[config.mk]
export PLATFORM = sky130hd
export DESIGN_NAME = jtsdram_bank_tester
export DESIGN_NICKNAME = d
export VERILOG_FILES = /design/src/rtl/jtsdram_bank_tester.sv
export SDC_FILE = /design/constraint.sdc
export NUM_CORES = 1
export LEC_CHECK = 0
export ABC_AREA = 1
export CAP_MARGIN = 15
export CORE_ASPECT_RATIO = 1.75
export CORE_MARGIN = 2
export CORE_UTILIZATION = 50
export DETAILED_ROUTE_END_ITERATION = 16
export PLACE_DENSITY_LB_ADDON = 0.12
export REMOVE_ABC_BUFFERS = 1
export SETUP_SLACK_MARGIN = 0.4
export SYNTH_ARGS = -nofsm -noshare
export SYNTH_HDL_FRONTEND = slang
export SYNTH_SLANG_ARGS = --single-unit
[constraint.sdc]
create_clock -name clk -period 3.21 [get_ports clk]
set_input_delay 0.642 -clock clk [delete_from_list [all_inputs] [get_ports clk]]
set_output_delay 0.642 -clock clk [all_outputs]
set_load 0.005 [all_outputs]
[src/rtl/jtsdram_bank_tester.sv]
// ============================================================================
// Module   : jtsdram_bank_tester
// Purpose  : Per-bank SDRAM pattern tester. Writes an LFSR sequence across a
//            2^SPAN word window of each bank, reads it back and compares,
//            keeping sticky per-bank fail flags and saturating error counts.
// Options  : define JTSDRAM_FAILADDR_EN to add the fail_addr output, which
//            holds each bank's first mismatching address per run.
// Revision : 1.0 - initial release
// ============================================================================
`default_nettype none

module jtsdram_bank_tester #(
  parameter int          BANKS = 4,
  parameter int          AW    = 22,
  parameter int          SPAN  = 8,
  parameter logic [15:0] SEED  = 16'hACE1,
  parameter int          TMO   = 1023
) (
  input  logic                  clk,
  input  logic                  rst_n,
  input  logic                  start,
  input  logic                  loop,
  output logic                  busy,
  output logic                  done,
  output logic [BANKS-1:0]      ba_rd,
  output logic [BANKS-1:0]      ba_wr,
  output logic [BANKS*AW-1:0]   ba_addr,
  output logic [15:0]           ba_din,
  output logic [1:0]            ba_din_m,
  input  logic [BANKS-1:0]      ba_ack,
  input  logic [BANKS-1:0]      ba_rdy,
  input  logic [15:0]           data_read,
  output logic [BANKS-1:0]      bad,
  output logic [BANKS*8-1:0]    err_cnt,
  output logic [15:0]           pass_cnt
`ifdef JTSDRAM_FAILADDR_EN
  ,
  output logic [BANKS*AW-1:0]   fail_addr
`endif
);

  localparam int BW = (BANKS > 1) ? $clog2(BANKS) : 1;
  localparam int TW = (TMO > 0) ? $clog2(TMO + 1) : 1;
  localparam logic [BW-1:0] LAST_BANK = BW'(BANKS - 1);
  localparam logic [TW-1:0] TMO_LIM   = TW'(TMO);

  typedef enum logic [2:0] {
    IDLE  = 3'd0,
    WREQ  = 3'd1,
    WWAIT = 3'd2,
    RREQ  = 3'd3,
    RWAIT = 3'd4,
    NEXT  = 3'd5
  } state_t;

  state_t          state, state_nx;
  logic [BW-1:0]   bank;
  logic [SPAN-1:0] idx;
  logic [15:0]     lfsr;
  logic [15:0]     lfsr_step;
  logic [TW-1:0]   tmo_cnt;

  logic sel_ack, sel_rdy, tmo_hit, last_idx, last_bank;
  logic clr, acc_done, err_hit, mis_hit;

  // Per-pass seed: a zero seed would lock the LFSR, so fall back to SEED
  function automatic logic [15:0] seed_of(input logic [15:0] p);
    logic [15:0] s;
    s = SEED ^ p;
    return (s == 16'h0000) ? SEED : s;
  endfunction

  assign sel_ack   = ba_ack[bank];
  assign sel_rdy   = ba_rdy[bank];
  assign tmo_hit   = (tmo_cnt == TMO_LIM);
  assign last_idx  = (idx == {SPAN{1'b1}});
  assign last_bank = (bank == LAST_BANK);
  assign lfsr_step = lfsr[0] ? ((lfsr >> 1) ^ 16'hB400) : (lfsr >> 1);

  assign busy     = (state != IDLE);
  assign done     = (state == NEXT) && last_bank;
  assign ba_din   = lfsr;
  assign ba_din_m = 2'b00;

  // State register
  always_ff @(posedge clk or negedge rst_n) begin
    if (!rst_n) state <= IDLE;
    else        state <= state_nx;
  end

  // Next-state and per-cycle strobes; a timeout completes the access as an error
  always_comb begin
    state_nx = state;
    clr      = 1'b0;
    acc_done = 1'b0;
    err_hit  = 1'b0;
    mis_hit  = 1'b0;
    case (state)
      IDLE: begin
        if (start) begin
          clr      = 1'b1;
          state_nx = WREQ;
        end
      end
      WREQ: begin
        if (sel_ack) begin
          if (sel_rdy) begin
            acc_done = 1'b1;
            state_nx = last_idx ? RREQ : WREQ;
          end else begin
            state_nx = WWAIT;
          end
        end else if (tmo_hit) begin
          acc_done = 1'b1;
          err_hit  = 1'b1;
          state_nx = last_idx ? RREQ : WREQ;
        end
      end
      WWAIT: begin
        if (sel_rdy || tmo_hit) begin
          acc_done = 1'b1;
          err_hit  = !sel_rdy;
          state_nx = last_idx ? RREQ : WREQ;
        end
      end
      RREQ: begin
        if (sel_ack) begin
          if (sel_rdy) begin
            acc_done = 1'b1;
            mis_hit  = (data_read != lfsr);
            err_hit  = mis_hit;
            state_nx = last_idx ? NEXT : RREQ;
          end else begin
            state_nx = RWAIT;
          end
        end else if (tmo_hit) begin
          acc_done = 1'b1;
          err_hit  = 1'b1;
          state_nx = last_idx ? NEXT : RREQ;
        end
      end
      RWAIT: begin
        if (sel_rdy) begin
          acc_done = 1'b1;
          mis_hit  = (data_read != lfsr);
          err_hit  = mis_hit;
          state_nx = last_idx ? NEXT : RREQ;
        end else if (tmo_hit) begin
          acc_done = 1'b1;
          err_hit  = 1'b1;
          state_nx = last_idx ? NEXT : RREQ;
        end
      end
      NEXT: begin
        state_nx = (last_bank && !loop) ? IDLE : WREQ;
      end
      default: state_nx = IDLE;
    endcase
  end

  // Request strobes and addresses: only the selected bank is driven
  always_comb begin
    ba_wr   = '0;
    ba_rd   = '0;
    ba_addr = '0;
    ba_wr[bank] = (state == WREQ);
    ba_rd[bank] = (state == RREQ);
    ba_addr[bank*AW +: AW] = AW'(idx);
  end

  // Wait-cycle counter, restarted on every new access or state change
  always_ff @(posedge clk or negedge rst_n) begin
    if (!rst_n) begin
      tmo_cnt <= '0;
    end else if (state_nx != state || acc_done || state == IDLE || state == NEXT) begin
      tmo_cnt <= '0;
    end else begin
      tmo_cnt <= tmo_cnt + TW'(1);
    end
  end

  // Datapath: bank/index walk, LFSR sequencing, error bookkeeping
  always_ff @(posedge clk or negedge rst_n) begin
    if (!rst_n) begin
      bank     <= '0;
      idx      <= '0;
      lfsr     <= '0;
      bad      <= '0;
      err_cnt  <= '0;
      pass_cnt <= '0;
    end else begin
      if (clr) begin
        bank     <= '0;
        idx      <= '0;
        lfsr     <= seed_of(16'h0000);
        bad      <= '0;
        err_cnt  <= '0;
        pass_cnt <= '0;
      end
      if (acc_done) begin
        if (last_idx) begin
          idx  <= '0;
          lfsr <= seed_of(pass_cnt);
        end else begin
          idx  <= idx + SPAN'(1);
          lfsr <= lfsr_step;
        end
      end
      if (err_hit) begin
        bad[bank] <= 1'b1;
        if (err_cnt[bank*8 +: 8] != 8'hFF)
          err_cnt[bank*8 +: 8] <= err_cnt[bank*8 +: 8] + 8'd1;
      end
      if (state == NEXT) begin
        if (last_bank) begin
          bank     <= '0;
          pass_cnt <= pass_cnt + 16'd1;
          lfsr     <= seed_of(pass_cnt + 16'd1);
        end else begin
          bank <= bank + BW'(1);
          lfsr <= seed_of(pass_cnt);
        end
      end
    end
  end

`ifdef JTSDRAM_FAILADDR_EN
  logic [BANKS-1:0] fa_seen;

  // First mismatching address per bank, captured once per run
  always_ff @(posedge clk or negedge rst_n) begin
    if (!rst_n) begin
      fa_seen   <= '0;
      fail_addr <= '0;
    end else if (clr) begin
      fa_seen   <= '0;
      fail_addr <= '0;
    end else if (mis_hit && !fa_seen[bank]) begin
      fa_seen[bank]            <= 1'b1;
      fail_addr[bank*AW +: AW] <= AW'(idx);
    end
  end
`endif

endmodule

`default_nettype wire

# [Word-level counts from Yosys, hierarchy flattened]
# Index checks and enable logic that the tools add are counted.
[op_classes] addsub=7 multipliers=1 n_lt_le_gt_ge=2 eq_ne=11 shift=5 muxes=57 n_bitwise=7 n_reduce_logical=17
[op_table] operator="16-bit 2-to-1 mux" count=11
[op_table] operator="32-bit 2-to-1 mux" count=3
[op_table] operator="88-bit bitwise AND" count=1
[op_table] operator="22-bit by 34-bit variable shift with 88-bit output, first input constant" count=1
[op_table] operator="22-bit by 34-bit indexed part select with 88-bit output" count=1
[op_table] operator="5-bit negation with 34-bit output" count=1
[op_table] operator="7-bit negation with 34-bit output" count=1
[op_table] operator="8-bit by 34-bit variable shift with 32-bit output, first input constant" count=1
[op_table] operator="8-bit by 34-bit indexed part select with 32-bit output" count=1
[op_table] operator="32-bit bitwise mux" count=1
[op_table] operator="16-bit logical NOT" count=2
[op_table] operator="32-bit by 6-bit indexed part select with 8-bit output" count=1
[op_table] operator="3-bit 2-to-1 mux" count=9
[op_table] operator="8-bit 2-to-1 mux" count=3
[op_table] operator="3-bit case mux with 6 select lines" count=1
[op_table] operator="16-bit by 1-bit adder with 16-bit output, second input constant" count=1
[op_table] operator="8-bit by 1-bit adder with 8-bit output, second input constant" count=2
[op_table] operator="1-bit 2-to-1 mux" count=16
[op_table] operator="16-bit inequality test" count=1
[op_table] operator="8-bit NOT" count=2
[op_table] operator="10-bit by 1-bit adder with 10-bit output, second input constant" count=1
[op_table] operator="10-bit equality test, second input constant" count=1
[op_table] operator="10-bit 2-to-1 mux" count=1
[op_table] operator="2-bit 2-to-1 mux" count=5
[op_table] operator="26 further kinds" count=39
[totals] ff_bits=91 output_inout_bits=168

# [Depth between registers and ports, before layout]
# Gate-level depths: netlist of the first run.
[depth] word_depth=10 ltp_mapped=17 ltp_nobuf=15

# [Least setup slack after synthesis of the first run]
# OpenSTA, ideal clock, no wires.
[synth_timing] path_type="register to output" start="register bank[0]" end="output ba_addr[68]" arrival_ps=2274 t_required_ps=2568 path_slack_ps=294 path_stages_with_launch=17 cell_sequence="dfrtp_1 > buf_6 > inv_4 > buf_6 > buf_6 > ha_1 > buf_2 > nand2_1 > inv_1 > nor2_4 > inv_1 > buf_6 > nor3_1 > nand2_1 > nand2_1 > nand3_1 > inv_1"
[synth_between] elab_chain_cells=4
[synth_lines] element="from (decl)" line_no="57" rtl="logic [BW-1:0] bank;"
[synth_lines] element="from (signal assigned)" line_no="220" rtl="bank <= bank + BW'(1);"
[synth_lines] element="2-bit by 4-bit multiplier with 6-bit output *" line_no="168" rtl="ba_addr[bank*AW +: AW] = AW'(idx);"
[synth_lines] element="7-bit negation with 34-bit output *" line_no="168"
[synth_lines] element="22-bit by 34-bit indexed part select with 88-bit output / 22-bit by 34-bit variable shift with 88-bit output (equally long branches)" line_no="168"
[synth_lines] element="88-bit bitwise AND (no source line) *"
[synth_lines] element="to (decl)" line_no="27" rtl="output logic [BANKS*AW-1:0] ba_addr,"
# Every way passes the cells marked *; elsewhere a longest branch is shown, timed or not.

# [Final worst setup path of the first run]
# Same ends and word-level chain as after synthesis.

==> impl_results.md, run 1 <==
* Status: finished, final reports clean
* Syn-to-layout area delta at 44.9%
* Setup violators final at 0
* Clock tree buffer depth at 2
* Finished Core Util at 73.3%
* Full die area at ~15000 um2
* Final non-filler cell total at 1486
* Ports at about 200
* 1st-pass router iterations at 5
* Clk slew on worst S/H paths at 0.07 ns
* Met2 wire length at about 14000 um
* GRT Util Overall at 34.0%
* Placeable Area at 14200 um2
* YS warnings at 0
* Residual DRC at 0
* Overall power at between 8 and 9 mW
* Slew Limit Fails at 0
* FF-to-FF setup slack at 0.59 ns
* Setup crit start: bank[0]
* Initial antenna violation count at 0
* Vias in the first global route at around 8000
* First-pass GRT wire length at 41000 um
* Post-synth top flop: dfrtp_1
* Mean Syn Cell Area at 6.80 um2
* Static Leakage at 4.60 nW
* CTS tree: built
* CP arrival at 2.47 ns
* Grt total ovfl at 0
* FF-to-FF path depth at 11
* Sequential area share after synthesis at 31.7%
* Synth Area in Compound Gates at 12.1%
* Synth Register Bits at 91
* F_max at 322 MHz
* Commonest non-fill, non-tap cell in the layout: nand2_1
* Hpwl dp at about 19000 um
* Die Ht at 163 um
* Final #Nets at 1343
* Startpoint types: flop
* Cells after Synth at approximately 1100
* Diodes inserted at 0
* Largest net degree at the start of global routing at 48
* Main combinational cell family by area after synthesis: simple AND/OR/NAND/NOR gates
* Worst rel slew slack at about two fifths
* Design area at approximately 10000 um2
* Site Rows at slightly below 60
* Hold Buf Count CTS at 0
* Post-synthesis mux area share at 0%
* Floorplan die width at 94.7 um
* Htree depth at 3
* Worst hold margin at 0.310 ns
* Final hold viol count at 0
* HP Class: input port to async pin
* Placed cell areas at 9020 um2
* Post-Synth Adder-Cell Area at under 10%
* Post-Synth Simple-Gate Area at 37.1%
* Clock latency on the worst-skew pair at 0.35 ns
* Routed Antenna Nets at 0
* Worst Path Max Fanout at 6
* R2r startpoint: bank[1]
* Wire length on met1 at about 9300 um
* Max cap viols at 0
* CP max-delay cell: dfrtp_2
* Crit-path max cell delay at 0.41 ns
* Critical-path cell list: clkinv_4 -> ha_4 -> buf_4 -> buf_12 -> a211oi_2 -> inv_1 -> nor3_4 -> nand2_2 -> nand2_1 -> nand3_1 -> inv_1 -> buf_2
* DR vias at 8424
* Period utilization at 96.9%
* Crit Reg-Reg Endpoint: err_cnt[15]
* Peak supply drop at about 0.54 mV
* Share of cells above drive strength 1 at 24.9%
* Worst-Margin Slew at between 0.8 and 0.9 ns
* Unique cell type count in the Yosys netlist at 50
* Clock Sink Count at 91
* Port buffer count at 165
* Clock skew at ~0.013 ns
* Fraction of registers with async set/reset at 100%
* DR vias/cell at approximately 5.7
* DR WL/cell at between 15 and 20 um
* Initial DRC count at 557
* Final Wtd Congestion at 0.997
* Required time worst endpoint at 2.57 ns
* Setup crit end kind: output port
* Starting Density at 50.6%
* Placed cells at 1400
* Number of synthesized flops with an enable pin at 0
* Root buf cell: clkbuf_16
* Total Wirelength at 27200 um
* Most used cell, CP: inv_1
* Max layer used: met4
* FILL cells at 1149
* Synth Area in XOR/XNOR at around 4%
* CP endpoint: ba_addr[68]
* Worst Setup Path Type: flop to output port
* Crit path time final at 3.11 ns
* Met3 WL at 1560 um
* PD cells at 812 nW/um2
* Most used cells in the layout excluding fill and tap cells: 246 x nand2_1, 102 x clkdlybuf4s50_1, 98 x nor2_1, 97 x nand3_1, 93 x inv_1
* Mapped Area at 7190 um2
* Cts bufs inserted at 9
* RSZ-0062 raised after global routing: true
-- area by class of cell --
type	instances	area [um2]	area share [%]
flip-flops and latches	91	2280	21.9
inverters	117	475	4.56
repair inverters	1	7.51	0.0720
repair buffers	272	2440	23.5
well taps	180	225	2.16
multi-input cells	809	4690	45.0
clock buffers	10	229	2.20
clock inverters	6	72.6	0.696
-- timing repair --
action | in CTS | in global routing
buffers inserted | 51 | 15
cloned | 4 | 0
setup endpoints to repair | 62 | 62
pin swaps | 43 | 31
gates resized for setup | 293 | 106
-- per-layer routing --
| layer | track usage [%] | vias up |
|---|---|---|
| met4 | 22.3 | 0 |
| met2 | 60.9 | 415 |
| li1 | - | 3912 |
| met3 | 4.44 | 136 |
| met1 | 36.4 | 3961 |
| met5 | 0 | - |
-- power breakdown --
group	internal [mW]	switching [mW]
registers	1.35	0.262
clock network	0.613	0.496
logic	2.37	3.37
total	4.33	4.13
-- sequential cells by signal (all words and copies together) (netlist names) --
| register | count |
|---|---|
| pass_cnt | 16 |
| idx | 8 |
| tmo_cnt | 10 |
| bad | 4 |
| ba_din | 16 |
| bank | 2 |
| err_cnt | 32 |
| state | 3 |
-- cells in the mapped netlist (2+ instances only) --
cell type    n  area (um2)
nand2_1    262         983
nor2_1     115         432
inv_1      108         405
nand3_1    105         526
dfrtp_1     91        2280
o21ai_0     59         295
nor3_1      33         165
buf_4       31         233
o22ai_1     25         156
nand4_1     20         125
xor2_1      19         166
clkbuf_1    15        56.3
buf_2       14        70.1
ha_1        14         175
a21oi_1     13        65.1
xnor2_1     13         114
buf_6       10         113
o211ai_1    10        75.1
nand3b_1     9        67.6
nor2_2       9        56.3
nor4_1       9        56.3
nand2_2      8        50.1
o21ai_2      7        61.3
nor2_4       6        67.6
o21ai_1      6        30.0
inv_2        5        18.8
o2111ai_1    4        35.0
a211oi_1     3        22.5
a22oi_1      3        22.5
a31oi_1      3        18.8
nand2_4      3        33.8
o31ai_1      3        22.5
clkinv_1     2        7.51
inv_4        2        12.5
nand4_2      2        25.0
o32ai_1      2        17.5
or2_2        2        12.5
-- worst max-delay path: cells and delay by family, from the launching register on --
family | cells | cell delay (ns)
AND/OR/NAND/NOR | 4 | 0.48
AO/OA/AOI/OAI | 1 | 0.32
adder cells (fa/ha/maj) | 1 | 0.19
buffers and inverters | 6 | 0.72
flip-flops | 1 | 0.41
-- stage by stage --
stage	setup slack, ns	setup TNS (ns)
2_1_floorplan	-1.12	-44.31
3_3_place_gp	0.107	0
3_5_place_dp	0.0150	0
4_1_cts	0.176	0
5_1_grt	0.0508	0
6_report	0.0999	0
-- kinds of logic after synthesis --
group,after synthesis
xor+xnor,32
flops,91
other cells,1
compound gates,143
simple gates,590
buf+inv,187
fa+ha+maj,14
-- worst min-delay path by stage --
stage / to / from / cells after the start
after floorplan: ba_din[0] / rst_n / 0
after global routing: ba_din[3] / rst_n / 1
after detailed placement: bad[2] / bad[2] / 2
after CTS: pass_cnt[2] / rst_n / 1
after global placement: tmo_cnt[0] / tmo_cnt[0] / 1
final: ba_din[3] / rst_n / 1
(Power assumes the default switching activity.)
==> inputs of run 2 (changes only) <==
CAP_MARGIN = 30   (was 15)
clock period = 3.2 ns   (was 3.21 ns; I/O delays follow)
==> run 2 against run 1 <==
  * Sequential power about the same
  * Via count rose by 3.7%
  * Final area increased by 2.9%
  * Clock skew up 0.0024 ns
  * Sequential share of layout area shrank 0.62 points
  * Largest cell class unchanged
==> impl_results.md, run 2 (same netlist as run 1, synthesis figures left out) <==
* Status: finished, final reports clean
* FILL cells at 1085
* Routed Antenna Nets at 0
* Site Rows at 58
* Residual DRC at 0
* Hpwl dp at 19000 um
* Max cap viols at 0
* Period utilization at 99.8%
* Full die area at approximately 15000 um2
* Final Wtd Congestion at between 0.9 and 1
* Die Ht at approximately 160 um
* Setup tns final at 0 ns
* Clk slew on worst S/H paths at 0.08 ns
* Setup crit end kind: output port
* Share of cells above drive strength 1 at 27.6%
* Placed cells at 1404
* Floorplan die width at 94.7 um
* Hold Buf Count CTS at 0
* Placeable Area at 14200 um2
* DR WL/cell at 19.3 um
* Slew Limit Fails at 0
* Worst path bufs/invs at 6
* Met2 wire length at 14900 um
* RSZ-0062 raised after global routing: true
* Starting Density at between 50% and 60%
* Design area at 10700 um2
* DR vias at 8737
* Grt total ovfl at 0
* Final hold viol count at 0
* Port buffer count at 165
* DR vias/cell at 5.80
* Area occupied by multi-input gates at roughly 4700 um2
* Max layer used: met4
* Worst rel slew slack at 37.1%
* Final #Nets at 1364
* Crit path time final at 3.19 ns
* F_max at 313 MHz
* Wire length on met1 at 9690 um
* Met3 WL at 1920 um
* First-pass GRT wire length at 42800 um
* CTS tree: built
* Clock skew at 0.0157 ns
* Htree depth at 3
* Setup violators final at 0
* Total Wirelength at 29100 um
* Ports at 196
* CP max-delay cell: dfrtp_1
* Static Leakage at 4.85 nW
* Clock Sink Count at 91
* Worst Setup Path Type: flop to output port
* Root buf cell: clkbuf_16
* Cts bufs inserted at 9
* Finished Core Util at 75.4%
* Register area at around 2300 um2
* 1st-pass router iterations at 6
* Commonest non-fill, non-tap cell in the layout: nand2_1
* Max reg flops at 32
* Initial antenna violation count at 0
* Crit-path max cell delay at ~0.4 ns
* Worst setup margin at between 0.006 and 0.007 ns
* GRT Util Overall at 35.7%
* Critical-path cell list: inv_2 -> ha_4 -> nand2_4 -> inv_4 -> nor2_4 -> clkinvlp_4 -> buf_6 -> o21ai_4 -> buf_6 -> nand2_4 -> nor4_2 -> buf_2
* Required time worst endpoint at 2.56 ns
* CP arrival at 2.55 ns
* Worst Path Max Fanout at 5
* Peak supply drop at 0.597 mV
* Clock tree buffer depth at 2
* Vias in the first global route at 8390
* Crit-path leading delay family: buffers and inverters
* Clock latency on the worst-skew pair at 0.35 ns
* Final non-filler cell total at 1507
* Initial DRC count at approximately 570
* Largest net degree at the start of global routing at 50
* Placed cell areas at 9050 um2
* Largest Register: err_cnt
* Syn-to-layout area delta at 49.0%
* PD cells at about 840 nW/um2
* HP Class: input port to async pin
* Most used cells in the layout excluding fill and tap cells: 243 x nand2_1, 98 x clkdlybuf4s50_1, 96 x nand3_1, 94 x nor2_1, 92 x inv_1
* Worst-Margin Slew at 0.934 ns
* Diodes inserted at 0
* Pre-CTS setup slack at 0.0558 ns
* Startpoint types: flop
[run 2: path summary, 6_finish.rpt]
check	endpoint	slack, ns	cells after the start	startpoint
worst max-delay path	ba_addr[64]	0.006	12	bank[1]
worst min-delay path	pass_cnt[2]	0.30	1	rst_n
worst max register to register	err_cnt[14]	0.52	14	bank[0]
worst min register to register	tmo_cnt[0]	0.49	1	tmo_cnt[0]
max in group asynchronous	err_cnt[23]	2.21	2	rst_n
min in group clk	tmo_cnt[0]	0.49	1	tmo_cnt[0]
[run 2: per-layer routing]
layer / vias to the layer above / global-route usage, %
met5: - / 0
met4: 0 / 24.0
met3: 175 / 5.09
met2: 523 / 63.2
met1: 4075 / 38.2
li1: 3964 / -
[run 2: timing repair]
item,in CTS,in global routing
resized for setup,366,97
pin swaps,46,45
cloned,5,1
buffers inserted,60,21
endpoints found under the setup margin,64,65
[run 2: where the power goes]
group	leakage, nW	switching (mW)	internal [mW]
clock network	0.145	0.509	0.617
logic	3.48	3.57	2.72
registers	1.23	0.253	1.35
total	4.85	4.33	4.69
[run 2: area by class of cell]
class                   count  share of cell area (%)
multi-input cells         809                    44.2
repair inverters            1                  0.0700
inverters                 117                    4.35
well taps                 180                    2.10
clock buffers              10                    2.14
flip-flops and latches     91                    21.2
clock inverters             6                   0.665
repair buffers            293                    25.2
[run 2: worst reg2reg max path: stages (launching register included)]
cell and delay (ns):
dfrtp_1 0.42, inv_4 0.11, buf_4 0.13, buf_12 0.12, buf_4 0.11, bufbuf_16 0.26
nand2_1 0.08, nand3_1 0.11, nand2_1 0.14, nor2_1 0.15, nand4_2 0.11, nor2_2 0.23
nor2_1 0.13, nand3_1 0.30, o21ai_0 0.15
[run 2: metrics by stage]
stage          total power [mW]  hold WS, ns
3_3_place_gp               5.49        0.467
3_5_place_dp               5.52        0.479
6_report                   9.02        0.302
2_1_floorplan              3.84        0.344
4_1_cts                    8.22        0.339
5_1_grt                    9.43        0.354
